File: src/rtl/alu_exec_unit.sv
// Handshaked execute-stage ALU: single-cycle logic/arith ops, iterative 1-bit/cycle shifts.
// Define ALU_FAST_SHIFT_EN to replace the iterative shifter with a single-cycle barrel shifter.
module alu_exec_unit #(
    parameter int XLEN  = 32,
    parameter int ALU_W = 4
) (
    input  logic             clk,
    input  logic             rst_n,
    input  logic             in_valid,
    output logic             in_ready,
    input  logic [ALU_W-1:0] alu_func,
    input  logic [XLEN-1:0]  op_a,
    input  logic [XLEN-1:0]  op_b,
    output logic             out_valid,
    input  logic             out_ready,
    output logic [XLEN-1:0]  result,
    output logic             zero
);

    // Handshake: a request is taken on a cycle where in_valid & in_ready; the result is
    // released on a cycle where out_valid & out_ready. in_ready/out_valid depend on state only.
`ifdef ALU_FAST_SHIFT_EN
    typedef enum logic [1:0] {IDLE = 2'd0, DONE = 2'd2} state_t;
`else
    typedef enum logic [1:0] {IDLE = 2'd0, SHIFT = 2'd1, DONE = 2'd2} state_t;
`endif

    state_t          state, state_nxt;
    logic [XLEN-1:0] result_nxt;
    logic            zero_nxt;
    logic [XLEN-1:0] calc;

`ifndef ALU_FAST_SHIFT_EN
    logic [XLEN-1:0]  sh_q, sh_nxt, sh_step;
    logic [4:0]       cnt, cnt_nxt;
    logic [ALU_W-1:0] func_q, func_nxt;
    logic             is_shift;

    assign is_shift = (alu_func == 4'd1) || (alu_func == 4'd5) || (alu_func == 4'd13);

    always_comb begin
        case (func_q)
            4'd1:    sh_step = {sh_q[XLEN-2:0], 1'b0};
            4'd5:    sh_step = {1'b0, sh_q[XLEN-1:1]};
            default: sh_step = {sh_q[XLEN-1], sh_q[XLEN-1:1]};
        endcase
    end
`endif

    // Single-cycle result for the request on the input pins; a shift here is either the
    // barrel shifter or, in the iterative build, the zero-amount case (result = a).
    always_comb begin
        case (alu_func)
            4'd0:       calc = op_a + op_b;
            4'd8, 4'd9: calc = op_a - op_b;
            4'd2:       calc = {{(XLEN-1){1'b0}}, ($signed(op_a) < $signed(op_b))};
            4'd3:       calc = {{(XLEN-1){1'b0}}, (op_a < op_b)};
            4'd4:       calc = op_a ^ op_b;
            4'd6:       calc = op_a | op_b;
            4'd7:       calc = op_a & op_b;
`ifdef ALU_FAST_SHIFT_EN
            4'd1:       calc = op_a << op_b[4:0];
            4'd5:       calc = op_a >> op_b[4:0];
            4'd13:      calc = $unsigned($signed(op_a) >>> op_b[4:0]);
`else
            4'd1, 4'd5, 4'd13: calc = op_a;
`endif
            default:    calc = '0;
        endcase
    end

    always_comb begin
        state_nxt  = state;
        result_nxt = result;
        zero_nxt   = zero;
`ifndef ALU_FAST_SHIFT_EN
        sh_nxt     = sh_q;
        cnt_nxt    = cnt;
        func_nxt   = func_q;
`endif
        case (state)
            IDLE: begin
                if (in_valid) begin
`ifndef ALU_FAST_SHIFT_EN
                    if (is_shift && (op_b[4:0] != 5'd0)) begin
                        sh_nxt    = op_a;
                        cnt_nxt   = op_b[4:0];
                        func_nxt  = alu_func;
                        state_nxt = SHIFT;
                    end else
`endif
                    begin
                        result_nxt = calc;
                        zero_nxt   = (calc == '0);
                        state_nxt  = DONE;
                    end
                end
            end
`ifndef ALU_FAST_SHIFT_EN
            SHIFT: begin
                sh_nxt  = sh_step;
                cnt_nxt = cnt - 5'd1;
                if (cnt == 5'd1) begin
                    result_nxt = sh_step;
                    zero_nxt   = (sh_step == '0);
                    state_nxt  = DONE;
                end
            end
`endif
            DONE: begin
                if (out_ready) state_nxt = IDLE;
            end
            default: state_nxt = IDLE;
        endcase
    end

    always_ff @(posedge clk or negedge rst_n) begin
        if (!rst_n) begin
            state  <= IDLE;
            result <= '0;
            zero   <= 1'b0;
`ifndef ALU_FAST_SHIFT_EN
            sh_q   <= '0;
            cnt    <= '0;
            func_q <= '0;
`endif
        end else begin
            state  <= state_nxt;
            result <= result_nxt;
            zero   <= zero_nxt;
`ifndef ALU_FAST_SHIFT_EN
            sh_q   <= sh_nxt;
            cnt    <= cnt_nxt;
            func_q <= func_nxt;
`endif
        end
    end

    assign in_ready  = (state == IDLE);
    assign out_valid = (state == DONE);

endmodule

File: config.mk
export PLATFORM = sky130hd
export DESIGN_NAME = alu_exec_unit
export DESIGN_NICKNAME = d
export VERILOG_FILES = /design/src/rtl/alu_exec_unit.sv
export SDC_FILE = /design/constraint.sdc
export NUM_CORES = 1
export LEC_CHECK = 0
export ABC_AREA = 0
export BUFFER_PORTS_ARGS = -buffer_cell sky130_fd_sc_hd__buf_4
export CORE_MARGIN = 5
export CORE_UTILIZATION = 60
export CTS_BUF_LIST = sky130_fd_sc_hd__clkbuf_2
export CTS_CLUSTER_SIZE = 8
export DETAILED_ROUTE_END_ITERATION = 6
export PLACE_DENSITY = 0.83
export SETUP_SLACK_MARGIN = 0.02
export SYNTH_ARGS = -nofsm -noshare
export SYNTH_HDL_FRONTEND = slang
export SYNTH_SLANG_ARGS = --single-unit
File: constraint.sdc
create_clock -name clk -period 3.8 [get_ports clk]
set_clock_uncertainty 0.2 [all_clocks]
set_input_delay 0.38 -clock clk [delete_from_list [all_inputs] [get_ports clk]]
set_output_delay 0.38 -clock clk [all_outputs]
set_load 0.02 [all_outputs]
==> results of run 1 <==
-- cells in the final DEF, fill, tap and decap left out, types with 8 or more instances in the layout --
cell,instances
nor4_1,20
nand3_1,36
a31oi_1,27
nor2b_1,14
ha_1,101
and2_1,10
o31ai_1,22
mux2i_1,21
buf_4,459
nand4_1,17
o22ai_1,8
o21ai_0,101
nor3_1,30
a221oi_1,13
a21oi_1,83
and3_1,19
nand2_1,175
a221o_1,14
a21o_1,25
o21a_1,10
nand2b_1,14
nor2_1,89
o21bai_1,8
or2_2,9
o211ai_1,20
dfrtp_1,76
a21boi_0,19
a22oi_1,18
a211oi_1,20
clkbuf_2,11
inv_1,97
-- cell families (layout without fill, tap and decap cells) --
| logic type | after synthesis | count (layout) | synth area share, % |
|---|---|---|---|
| other | 0 | 1 | 0 |
| AOI/OAI and AO/OA | 483 | 483 | 33.3 |
| DFF | 76 | 76 | 18.8 |
| xor gates and xnor gates | 6 | 6 | 0.521 |
| muxes | 25 | 25 | 2.53 |
| buffers and inverters | 198 | 584 | 7.65 |
| and+or+nand+nor | 489 | 489 | 23.7 |
| adders and majority gates | 107 | 107 | 13.4 |
-- what timing repair did --
item                                   4_1_cts  5_1_grt
pin swaps                                    8        3
setup endpoints to repair                    1        2
cloned                                       0        0
hold buffers                                 7        0
endpoints found under the hold margin       82        0
resized for setup                            9       19
-- where the power goes --
group | leakage (nW) | internal [mW] | switching, mW | total [mW]
combinational | 5.80 | 1.44 | 1.99 | 3.42
clock | 0.0733 | 0.154 | 0.287 | 0.442
sequential | 0.913 | 1.18 | 0.361 | 1.54
-- stage by stage --
stage	util, %	setup TNS, ps
final	84.1	0
after CTS	83.5	-16.5
after global placement	82.2	-2100
after floorplan	-	-162
after global routing	84.1	-75.3
after detailed placement	82.2	-2860
-- cell usage after synthesis, types with 22 or more instances --
| master | count |
|---|---|
| a21o_1 | 26 |
| a31oi_1 | 27 |
| ha_1 | 105 |
| nor4_1 | 23 |
| dfrtp_1 | 76 |
| nand3_1 | 36 |
| nand2_1 | 175 |
| o21ai_0 | 102 |
| nor2_1 | 92 |
| clkbuf_1 | 71 |
| inv_1 | 97 |
| o31ai_1 | 22 |
| a21oi_1 | 86 |
| nor3_1 | 31 |
-- flip-flops by register name (all words and copies together), names as in the netlist --
signal and cells:
sh_q 32, cnt 5, func_q 4, zero 1, state 2, result 32
-- per-layer routing --
metal  vias up  part of all wire [%]
met5         -                 0.032
met4         2                   6.1
met3       300                    15
met2      1277                    43
met1      6033                    36
li1       5875                     -
-- final timing paths --
check	to	cells after the start	slack, ps	from
setup / recovery	zero	15	10	op_a[0]
hold / removal	sh_q[22]	3	30	op_a[22]
setup reg to reg	zero	13	150	cnt[1]
hold reg to reg	result[27]	2	300	result[27]
max in group asynchronous	sh_q[25]	2	2480	rst_n
min in group asynchronous	func_q[2]	2	260	rst_n
-- worst max-delay path: cells and delay by family --
family	cells	cell delay, ps
buffers and inverters	2	260
AO/OA/AOI/OAI	4	830
AND/OR/NAND/NOR	7	2040
adder cells (fa/ha/maj)	2	540
-- layout make-up --
| class | instances | area (sq um) |
|---|---|---|
| antenna | 1 | 2.50 |
| clock buffer | 11 | 55.1 |
| clock inverter | 5 | 52.6 |
| fill | 1051 | 2620 |
| inverter | 97 | 364 |
| multi-input combinational | 1110 | 7640 |
| sequential | 76 | 1900 |
| tap | 220 | 275 |
| timing repair buffer | 471 | 3610 |
==> flow_summary_export.csv, run 1 <==
group,metric,value,unit
logic_synthesis,synth_area_per_cell,7.29,sq um
placed_design,place_congestion,1.13,
placed_design,dp.cells,1967,
setup_path,cp-end-kind,"flop",
logic_synthesis,synth.area.top_cells,"dfrtp_1 19%, ha_1 13%, nand2_1 6.5%",
sta,period_minus_slack,3790,ps
grt,gr-total-overflow,0,
grt,antenna_found_initial,3,
sta,hold_viol,0,
final_layout,finalNonFillerCells,1991,
final_layout,final_area,13900,sq um
logic_synthesis,netlist_area,10100,sq um
placed_design,place_area,13600,sq um
floorplan,die_h,140,um
setup_path,cp_slowest_cell,"or4_4",
hold_path,worstHoldPathType,"input port to flop",
power,power.total,5.41,mW
final_layout,drive_gt1_share,30.9,%
route,num_vias,13500,
grt,use_met3,10.9,%
floorplan,initial_utilization,61.1,%
placed_design,dpl_worst_slack,-847,ps
logic_synthesis,synth_warnings,0,
sta,slew_violations,0,
cts,tritoncts,"built",
placed_design,dp_hpwl,33000,um
sta,tightestPinTransition,1020,ps
logic_synthesis,synthCells,1384,
status,status,"complete, but fails checks",
sta,finalCritPeriodShare,99.7,%
floorplan,pin_count,107,
setup_path,cp_slowest_stage_delay,570,ps
grt,grt_max_degree,77,
final_layout,nets,1944,
logic_synthesis,yosysUniqueCellTypes,83,
setup_path,crit_required,4070,ps
power,ir_drop,459,uV
cts,clockRootBuffer,"clkbuf_2",
route,drt-initial-drc-count,2365,
floorplan,dieWidth,140,um
cts,clock-sinks,76,
placed_design,port_buffers,106,
route,ant_nets,0,
logic_synthesis,synth_seq_cells,76,
sta,setup_viol,0,
route,wl,43600,um
cts,clk_pin_slew,190,ps
logic_synthesis,synth_top_cell_area_share,18.8,%
final_layout,area_growth_syn_to_layout,37.7,%
sta,slew_headroom,31.1,%
floorplan,rows,47,
cts,post_cts_buffers,0,
cts,h-tree-depth,3,
status,violations,"design-rule violations",
grt,grt_pass1_vias,12900,
logic_synthesis,synth_ff_type,"dfrtp_1",
setup_path,critPathMaxFanout,4,
setup_path,cp.arrival,4060,ps
setup_path,crit_path_start_kind,"input port",
sta,fmax,264,MHz
sta,worst_slack,10.5,ps
logic_synthesis,ys_seq_area_share,18.8,%
grt,grtUsageMet1,53.9,%
setup_path,path_common_cell,"or3_1",
logic_synthesis,syn_nets,1563,
grt,grt_use_met2,66.0,%
route,drc,4,
power,power_leakage,6.78,nW
grt,grt_first_pass_wirelength,66800,um
grt,busiest_layer,"met2",
setup_path,path_cells,"buf_8 -> ha_4 -> fa_2 -> a21o_4 -> a311oi_4 -> o31a_2 -> nor3_1 -> or3_1 -> or4_4 -> nor4_4 -> buf_4 -> nand4_1 -> or3_1 -> or4_1 -> o31ai_2",
cts,clk_latency,560,ps
sta,grt_setup_unrepaired,"yes",
cts,clockBufferDepth,2,
setup_path,crit_type,"input port to flop",
cts,cts_made_buffers,9,
route,wl_per_cell,21.9,um
logic_synthesis,synth-edff-count,0,
logic_synthesis,async_reset_ff_share,100,%
route,drt_pass1_iterations,7,
power,pwr_density_cell,389,nW/um^2
route,vias_per_cell,6.77,
sta,whs,27.1,ps
grt,globalRouteTotalUtil,41.8,%
floorplan,dieArea,19500,sq um
floorplan,core,16500,sq um
run,max_cap_viol_count,0,
logic_synthesis,yosysTopAreaCell,"dfrtp_1",
(Power assumes the default switching activity.)
==> run 2: changes to the inputs <==
Settings changed: CORE_UTILIZATION 60 to 56, PLACE_DENSITY 0.83 to 0.82, SLEW_MARGIN set to 20.
Clock period 3.8 ns to 3.09 ns, I/O delays scaled along.
==> run 2 against run 1 <==
Compared with the run above:
- the flow finishes with violations (negative setup slack)
- sequential power rose by 21%
- flip-flop and latch count did not move
- critical path depth unchanged
- routed wire length rose by 2.5%
- largest power group unchanged
==> flow_summary_export.csv, run 2 (synthesis gave the netlist of run 1 again) <==
group,metric,value,unit
hold_path,hold_depth,4,
route,wl_met1,16700,um
setup_path,crit_required,3350,ps
setup_path,critPathMaxFanout,4,
final_layout,fillers,1097,
cts,clock-sinks,76,
floorplan,dieWidth,144,um
final_layout,area_growth_syn_to_layout,48.1,%
floorplan,core,17800,sq um
power,pwr_density_cell,460,nW/um^2
route,drt_pass1_iterations,6,
sta,fmax,263,MHz
placed_design,dp_hpwl,33600,um
final_layout,top_regs,"result: 32 flops, sh_q: 32 flops, cnt: 5 flops",
route,drc,0,
route,wl,44700,um
sta,setup_viol,6,
setup_path,cp-end-kind,"flop",
cts,clk_pin_slew,210,ps
power,power_leakage,7.20,nW
final_layout,multi_input_area,8060,sq um
route,route.met3.wl,5840,um
floorplan,initial_utilization,56.6,%
placed_design,port_buffers,106,
sta,hold_viol,0,
sta,slew_headroom,37.3,%
route,drt-initial-drc-count,1935,
floorplan,dieArea,20800,sq um
route,wl_per_cell,21.6,um
placed_design,place_congestion,1.09,
sta,worst_slack,-712,ps
cts,clockBufferDepth,2,
setup_path,cp.arrival,4060,ps
grt,grt_max_degree,77,
floorplan,die_h,144,um
final_layout,final_common_cell,"buf_4",
status,status,"complete, but fails checks",
sta,timing.setup.tns,-1380,ps
sta,grt_setup_unrepaired,"yes",
grt,globalRouteTotalUtil,40.8,%
status,violations,"negative setup slack",
floorplan,rows,49,
grt,gr-total-overflow,0,
final_layout,drive_gt1_share,36.1,%
cts,h-tree-depth,3,
grt,antenna_found_initial,1,
grt,grt_first_pass_wirelength,67600,um
final_layout,regArea,1900,sq um
grt,grt_pass1_vias,12900,
sta,period_minus_slack,3800,ps
route,num_vias,13600,
sta,whs,22.8,ps
cts,cts_made_buffers,9,
power,ir_drop,629,uV
floorplan,pin_count,107,
final_layout,final_cell_mix,"508 x buf_4, 175 x nand2_1, 94 x ha_1",
power,power.total,6.88,mW
cts,clk_latency,550,ps
final_layout,final_area,14900,sq um
hold_path,worstHoldPathType,"input port to flop",
cts,clockRootBuffer,"clkbuf_2",
run,max_cap_viol_count,0,
placed_design,place_area,14000,sq um
setup_path,crit_path_start_kind,"input port",
sta,tightestPinTransition,939,ps
route,wl_met2,19200,um
route,ant_nets,0,
cts,tritoncts,"built",
placed_design,dpl_worst_slack,-1380,ps
sta,finalCritPeriodShare,123,%
setup_path,reg2reg_depth,13,
sta,slew_violations,0,
route,top_layer,"met4",
route,vias_per_cell,6.59,
final_layout,nets,2011,
setup_path,crit_type,"input port to flop",
## run 2: per-stage QoR
| step | util (%) | cells |
|---|---|---|
| floorplan | - | 1384 |
| global placement | 78.7 | 2026 |
| detailed placement | 78.7 | 2026 |
| CTS | 81.6 | 2060 |
| global route | 83.8 | 2066 |
| finish | 83.8 | 2066 |
## run 2: cell type report
cell class | instances | area share [%]
multi-input combinational | 1110 | 53.9
timing repair buffer | 538 | 28.1
sequential | 76 | 12.7
inverter | 97 | 2.49
tap | 229 | 1.92
clock inverter | 6 | 0.536
clock buffer | 9 | 0.301
antenna | 1 | 0.0167
## run 2: final timing paths
check / from / end / slack, ps
worst min-delay path: op_b[3] / cnt[3] / 20
worst min register to register: result[11] / result[11] / 310
worst max-delay path: op_a[0] / zero / -710
min in group asynchronous: rst_n / cnt[1] / 200
max in group asynchronous: rst_n / sh_q[29] / 1860
worst max register to register: cnt[1] / zero / -600
## run 2: power by group
group / total [mW] / switching, mW / internal (mW) / leakage [nW]
clock: 0.602 / 0.345 / 0.256 / 0.0728
combinational: 4.42 / 2.48 / 1.93 / 6.21
sequential: 1.86 / 0.413 / 1.45 / 0.913
## run 2: routing by layer
metal  track usage (%)  up-vias
li1                  -     5986
met1              53.5     6219
met2              63.2     1131
met3              9.82      285
met4              20.1        0
met5                 0        -
## run 2: critical path, cell delays in order
cell,delay (ps)
buf_12,110
ha_4,160
fa_2,360
a21o_4,230
a311oi_4,240
o31a_2,190
nor3_2,40
or3_4,420
or4_4,500
nor4_4,220
buf_4,150
nand4_1,90
or3_1,400
or4_1,430
o31ai_2,200
## run 2: repair_timing
action                                  CTS  global route
setup buffers                             2             6
hold buffers                             17             0
endpoints found under the hold margin    92             0
pin swaps                                19            27
gates resized for setup                  48            80
endpoints found under the setup margin   12            15
